### src/rtl/ysyx_23060124_ifu_fetch.sv
`default_nettype none
// +--------------------------------------------------------------------------+
// | ysyx_23060124_ifu_fetch: PC holder, single-outstanding AR/R reader and    |
// | valid/ready producer toward decode. Optional YSYX_23060124_IFU_PERF_EN.   |
// | Revision: 1.0                                                             |
// +--------------------------------------------------------------------------+
module ysyx_23060124_ifu_fetch #(
   parameter int unsigned        ISA_W    = 32,
   parameter logic [ISA_W-1:0]   RESET_PC = 32'h8000_0000
) (
   input  logic             i_clk,
   input  logic             i_rst,
   input  logic             i_redirect,
   input  logic [ISA_W-1:0] i_redirect_pc,
   output logic [ISA_W-1:0] o_araddr,
   output logic             o_arvalid,
   input  logic             i_arready,
   input  logic [ISA_W-1:0] i_rdata,
   input  logic [1:0]       i_rresp,
   input  logic             i_rvalid,
   output logic             o_rready,
   output logic [ISA_W-1:0] o_ins,
   output logic [ISA_W-1:0] o_pc,
   output logic             o_valid,
   input  logic             i_ready,
   output logic             o_fetch_err
`ifdef YSYX_23060124_IFU_PERF_EN
   ,
   output logic [31:0]      o_perf_fetch,
   output logic [31:0]      o_perf_stall
`endif
);

   typedef enum logic [1:0] {
      S_IDLE = 2'd0,
      S_REQ  = 2'd1,
      S_RESP = 2'd2,
      S_OUT  = 2'd3
   } state_t;

   state_t           state_q, state_d;
   logic [ISA_W-1:0] pc_q, pc_d;
   logic [ISA_W-1:0] araddr_q, araddr_d;
   logic             arvalid_q, arvalid_d;
   logic             rready_q, rready_d;
   logic             valid_q, valid_d;
   logic [ISA_W-1:0] ins_q, ins_d;
   logic [ISA_W-1:0] opc_q, opc_d;
   logic             err_q, err_d;
   logic             kill_q, kill_d;

   logic [ISA_W-1:0] redir_pc;
   logic             ar_hs, r_hs, d_hs;
   logic             unused_ok;

   assign redir_pc  = {i_redirect_pc[ISA_W-1:2], 2'b00};
   assign unused_ok = ^i_redirect_pc[1:0];
   assign ar_hs     = arvalid_q && i_arready;
   assign r_hs      = rready_q && i_rvalid;
   assign d_hs      = valid_q && i_ready;

   always_comb begin
      state_d  = state_q;
      pc_d     = pc_q;
      araddr_d = araddr_q;
      ins_d    = ins_q;
      opc_d    = opc_q;
      err_d    = err_q;
      kill_d   = kill_q;

      if (r_hs && (i_rresp != 2'b00)) begin
         err_d = 1'b1;
      end

      case (state_q)
         S_IDLE: begin
            state_d = S_REQ;
            if (i_redirect) begin
               pc_d = redir_pc;
            end
         end
         S_REQ: begin
            // The address phase already on the bus cannot be withdrawn, so
            // a redirect here only marks its eventual data as stale.
            if (i_redirect) begin
               pc_d   = redir_pc;
               kill_d = 1'b1;
            end
            if (ar_hs) begin
               state_d = S_RESP;
            end
         end
         S_RESP: begin
            if (r_hs) begin
               if (kill_q || i_redirect) begin
                  kill_d  = 1'b0;
                  state_d = S_REQ;
               end else begin
                  ins_d   = i_rdata;
                  opc_d   = pc_q;
                  state_d = S_OUT;
               end
            end else if (i_redirect) begin
               kill_d = 1'b1;
            end
            if (i_redirect) begin
               pc_d = redir_pc;
            end
         end
         S_OUT: begin
            if (i_redirect) begin
               pc_d    = redir_pc;
               state_d = S_REQ;
            end else if (d_hs) begin
               pc_d    = pc_q + ISA_W'(4);
               state_d = S_REQ;
            end
         end
         default: state_d = S_IDLE;
      endcase

      // Latch the address only on REQ entry so it stays put until accepted.
      if ((state_d == S_REQ) && (state_q != S_REQ)) begin
         araddr_d = pc_d;
      end

      arvalid_d = (state_d == S_REQ);
      rready_d  = (state_d == S_RESP);
      valid_d   = (state_d == S_OUT);
   end

   always_ff @(posedge i_clk) begin
      if (i_rst) begin
         state_q   <= S_IDLE;
         pc_q      <= RESET_PC;
         araddr_q  <= RESET_PC;
         arvalid_q <= 1'b0;
         rready_q  <= 1'b0;
         valid_q   <= 1'b0;
         ins_q     <= '0;
         opc_q     <= RESET_PC;
         err_q     <= 1'b0;
         kill_q    <= 1'b0;
      end else begin
         state_q   <= state_d;
         pc_q      <= pc_d;
         araddr_q  <= araddr_d;
         arvalid_q <= arvalid_d;
         rready_q  <= rready_d;
         valid_q   <= valid_d;
         ins_q     <= ins_d;
         opc_q     <= opc_d;
         err_q     <= err_d;
         kill_q    <= kill_d;
      end
   end

   assign o_araddr    = araddr_q;
   assign o_arvalid   = arvalid_q;
   assign o_rready    = rready_q;
   assign o_valid     = valid_q;
   assign o_ins       = ins_q;
   assign o_pc        = opc_q;
   assign o_fetch_err = err_q;

`ifdef YSYX_23060124_IFU_PERF_EN
   logic [31:0] perf_fetch_q, perf_fetch_d;
   logic [31:0] perf_stall_q, perf_stall_d;

   always_comb begin
      perf_fetch_d = perf_fetch_q;
      perf_stall_d = perf_stall_q;
      if (d_hs && (perf_fetch_q != 32'hFFFF_FFFF)) begin
         perf_fetch_d = perf_fetch_q + 32'd1;
      end
      if (((state_q == S_REQ) || (state_q == S_RESP)) && (perf_stall_q != 32'hFFFF_FFFF)) begin
         perf_stall_d = perf_stall_q + 32'd1;
      end
   end

   always_ff @(posedge i_clk) begin
      if (i_rst) begin
         perf_fetch_q <= '0;
         perf_stall_q <= '0;
      end else begin
         perf_fetch_q <= perf_fetch_d;
         perf_stall_q <= perf_stall_d;
      end
   end

   assign o_perf_fetch = perf_fetch_q;
   assign o_perf_stall = perf_stall_q;
`endif

endmodule
`default_nettype wire

### config.mk
export PLATFORM = sky130hd
export DESIGN_NAME = ysyx_23060124_ifu_fetch
export DESIGN_NICKNAME = d
export VERILOG_FILES = /design/src/rtl/ysyx_23060124_ifu_fetch.sv
export SDC_FILE = /design/constraint.sdc
export NUM_CORES = 1
export LEC_CHECK = 0
export ABC_AREA = 1
export ABC_CLOCK_PERIOD_IN_PS = 4100
export BUFFER_PORTS_ARGS = -buffer_cell sky130_fd_sc_hd__buf_2
export CAP_MARGIN = 0
export CORE_MARGIN = 8
export CORE_UTILIZATION = 50
export DETAILED_ROUTE_END_ITERATION = 10
export PLACE_DENSITY = 0.83
export SLEW_MARGIN = 20
export SYNTH_ARGS = -nofsm -noshare
export SYNTH_HDL_FRONTEND = slang
export SYNTH_SLANG_ARGS = --single-unit
### constraint.sdc
create_clock -name i_clk -period 4.1 [get_ports i_clk]
set_clock_uncertainty 0.2 [all_clocks]
set_input_delay 0.41 -clock i_clk [delete_from_list [all_inputs] [get_ports i_clk]]
set_output_delay 0.41 -clock i_clk [all_outputs]
set_load 0.005 [all_outputs]
==> out/summary.txt <==
=================================================================================================================
Final cycle utilization of the critical path                                                                66.4%
Headroom to the max-slew limit                                                                              29.3%
Warnings from Yosys                                                                                             0
Total routing resource utilization after global routing                                                     22.4%
Worst min-delay path class                                                                              in -> reg
Final count of hold timing violations                                                                           0
Start point of the critical path                                                                       state_q[0]
Pin count of the biggest net entering global routing                                                           65
Via count of the first global-routing pass                                                                   5559
Floorplan core area                                                                                   11300 sq um
Number of nets in the final layout                                                                           1020
Switching Fraction                                                                                          23.2%
Port buffer count                                                                                             169
Critical path capture point type                                                                         register
CTS tree                                                                                                    built
Synthesized area                                                                                       5750 sq um
Via count                                                                                                    5855
Compound-Gate Fraction of Synth Area                                                                        15.8%
Cell Pwr Density                                                                                      461 nW/um^2
Global-route wire length before repair                                                                   27100 um
Most repeated library cell on the critical path                                                           nand2_1
Floorplan die area                                                                                    15200 sq um
Cell variety after synth                                                                                       35
Clock slew at reported path FFs                                                                           0.05 ns
Layout overhead on the synthesized area                                                                     25.5%
IO Count                                                                                                      172
Utilization of the core after routing                                                                       63.8%
Share of power burned in the clock network                                                                  47.9%
Syn nets                                                                                                      870
Detailed placement HPWL                                                                                  11800 um
Critical Path, Cell by Cell                                                                          nand2_1 -> nor2_1 -> nand2_1 -> nand3_4 -> nor2_8 -> nand3_1 -> o211ai_1 -> inv_1
Worst stage delay on the critical path                                                                    0.83 ns
Overflow after GRT                                                                                              0
Pins over their slew limit                                                                                      0
Relative contribution of combinational cells to total power                                                  9.3%
RSZ-0062 raised after global routing                                                                           no
Wire length per cell                                                                                      15.4 um
Flip-flop and latch count after synthesis                                                                     135
Fraction of layout cells with a size suffix above 1                                                         22.8%
Main combinational cell family by area after synthesis                                               simple AND/OR/NAND/NOR gates
Worst slew pin tran                                                                                       1.06 ns
Setup slack, reg-to-reg                                                                                   1.38 ns
Final non-filler cell total                                                                                  1102
Leakage component of the power                                                                            3.30 nW
Clock latency on the worst-skew pair                                                                      0.42 ns
Final-layout fill cell count                                                                                 1020
Height of the chip                                                                                         123 um
Clock period minus worst slack                                                                            2.72 ns
Buffer cell driving the clock tree root                                                                 clkbuf_16
Finish-stage setup viols                                                                                        0
Final wirelength                                                                                         17000 um
Worst-path cell with the longest stage delay                                                               nor2_1
Cell row count                                                                                                 39
Register-to-Register Path Depth                                                                                 8
Signal arrival time at the worst endpoint                                                                 2.88 ns
Max Fanout on Critical Path                                                                                    64
Cells after synthesis                                                                                         797
Htree depth                                                                                                     4
Ant. Diodes                                                                                                     0
Detailed-route vias per instance                                                                             5.31
# clock sinks                                                                                                 135
Reg power frac                                                                                              42.8%
CP Data Required Time                                                                                     4.26 ns
Net load switching power                                                                                 0.772 mW
Int Power                                                                                                 2.56 mW
Arithmetic-cell share of the synthesized area counting full adders, half adders and majority gates         0.217%
Area share of and/or/nand/nor cells after synthesis                                                         28.8%
Number of resized instances in the post-cts repair step                                                         0
Worst Path Class, Setup                                                                                reg -> reg
Kind of launch point of the worst setup path                                                             register
DRC violation count after routing                                                                               0
Synthesized-area fraction occupied by xor and xnor cells                                                   0.304%
Die boundary width                                                                                         123 um
Max frequency                                                                                             367 MHz
First-pass detailed-route iteration total                                                                       5
Worst IR drop on VDD                                                                                   0.000414 V
End point of the critical path                                                                       o_araddr[24]
Start of the worst register-to-register path                                                           state_q[0]
Starting density of the core                                                                                50.8%
Terminus of the critical flop-to-flop path                                                           o_araddr[24]
Number of violations reported at the end of detailed-routing iteration 0                                      488
Multiplexer share of the synthesized area                                                                  0.174%
Max-capacitance violation count                                                                                 0
Number of buffers on the longest clock path                                                                     2
Run status                                                                                              completed
Sum of negative setup slack                                                                                  0 ns
Setup repair bufs after CTS                                                                                     0
Total placed cells including tap cells                                                                       1071
Fraction of the yosys area taken by sequential cells                                                        47.0%
Final Wtd Congestion                                                                                        0.896
Number of antenna violations at the first check in global routing                                               0
Num CTS Buffers                                                                                                17
Post-Synthesis Mean Instance Area                                                                      7.22 sq um
Hold-fix buffers, CTS                                                                                           0
Antenna Violating Nets Remaining                                                                                0
=================================================================================================================
-- Yosys cell counts --
cell type	number	area (sq um)
o211a_1	1	10.0
buf_2	10	50.1
xor2_1	2	17.5
nand2_1	208	781
nor2_2	1	6.26
inv_2	2	7.51
or2_1	2	12.5
a22oi_1	14	105
or2_2	5	31.3
a31oi_1	2	12.5
a21oi_1	95	475
o21ai_0	40	200
clkbuf_1	25	93.8
nor2_1	92	345
buf_4	2	15.0
nand4_1	10	62.6
dfxtp_1	135	2700
ha_1	1	12.5
nand3_4	1	17.5
o31ai_1	1	7.51
mux2i_1	1	10.0
o211ai_1	5	37.5
buf_6	5	56.3
o21bai_1	1	7.51
nand3_1	55	275
nand3b_1	5	37.5
clkinv_1	1	3.75
nor3_1	9	45.0
nor3_2	1	10.0
o21ai_1	1	5.00
inv_1	57	214
a211oi_2	4	50.1
nor2_8	1	20.0
buf_1	1	3.75
nor2_4	1	11.3
-- per-layer routing --
| metal | vias up | routed length [um] | part of all wire, % | track usage, % |
|---|---|---|---|---|
| met3 | 25 | 1650 | 9.7 | 5.66 |
| met1 | 2659 | 7360 | 43 | 28.5 |
| li1 | 2916 | - | - | - |
| met5 | - | 0 | 0 | 0 |
| met2 | 255 | 7670 | 45 | 35.2 |
| met4 | 0 | 291 | 1.7 | 9.78 |
-- state kept, by name (all words and copies together), names as in the netlist --
signal / cells
pc_q: 32
kill_q: 1
o_valid: 1
o_pc: 32
o_rready: 1
state_q: 2
o_ins: 32
o_araddr: 32
o_fetch_err: 1
o_arvalid: 1
-- power groups by stage --
stage	clock [mW]	sequential, mW	combinational (mW)
floorplan	0	1.44	0.192
global placement	0	1.45	0.301
detailed placement	0	1.45	0.305
CTS	1.62	1.42	0.310
global route	1.67	1.43	0.347
finish	1.60	1.43	0.308
-- layout make-up --
cell class              count  area (sq um)  share of cell area [%]
repair buffers            174           886                    12.3
inverters                  60           225                    3.12
clock inverters             8           145                    2.01
multi-input cells         559          2610                    36.1
flip-flops and latches    135          2700                    37.4
well taps                 143           179                    2.48
clock buffers              23           478                    6.62
-- critical path: cells and delay by family (launching register included) --
| kind | cells | cell delay, ns |
|---|---|---|
| and+or+nand+nor | 6 | 1.88 |
| DFF | 1 | 0.34 |
| AOI/OAI and AO/OA | 1 | 0.10 |
| buffers and inverters | 1 | 0.10 |
-- cell usage in the layout, fill, tap and decap left out, types with 4 or more instances in the layout --
cell type  Yosys  final
nand3b_1       5      5
or2_2          5      6
a22oi_1       14     14
a21oi_1       95     95
o211ai_1       5      5
bufinv_16      0      4
buf_4          2      6
dfxtp_1      135    135
nand4_1       10     10
buf_2         10    168
nand2_1      208    208
nor2_1        92     92
nand3_1       55     55
clkbuf_16      0     17
a211oi_2       4      4
nor3_1         9      9
inv_1         57     57
o21ai_0       40     40
-- logic make-up (layout without fill, tap and decap cells) --
| group | count (synthesis) | after routing |
|---|---|---|
| DFF | 135 | 135 |
| adders and majority gates | 1 | 1 |
| buffers and inverters | 103 | 265 |
| muxes | 1 | 1 |
| xor gates and xnor gates | 2 | 2 |
| and+or+nand+nor | 391 | 391 |
| AOI/OAI and AO/OA | 164 | 164 |
-- worst min path at each step --
| stage | start | to | cells after the start |
|---|---|---|---|
| after floorplan | pc_q[0] | o_pc[0] | 2 |
| after global placement | o_fetch_err | o_fetch_err | 2 |
| after detailed placement | o_fetch_err | o_fetch_err | 2 |
| after CTS | i_rdata[31] | o_ins[31] | 3 |
| after global routing | i_rdata[30] | o_ins[30] | 3 |
| final | i_rdata[21] | o_ins[21] | 3 |
-- metrics by stage --
step                      hold slack [ns]  cell area, sq um  power, mW  setup slack, ns
after global routing               0.0447              7220       3.45             1.19
after detailed placement            0.240              6600       1.75             1.20
after floorplan                     0.239              5750       1.64             2.23
after global placement              0.234              6600       1.75             1.26
final                              0.0442              7220       3.33             1.38
after CTS                          0.0303              7220       3.35             1.38
Power figures use the tool's default switching activity.
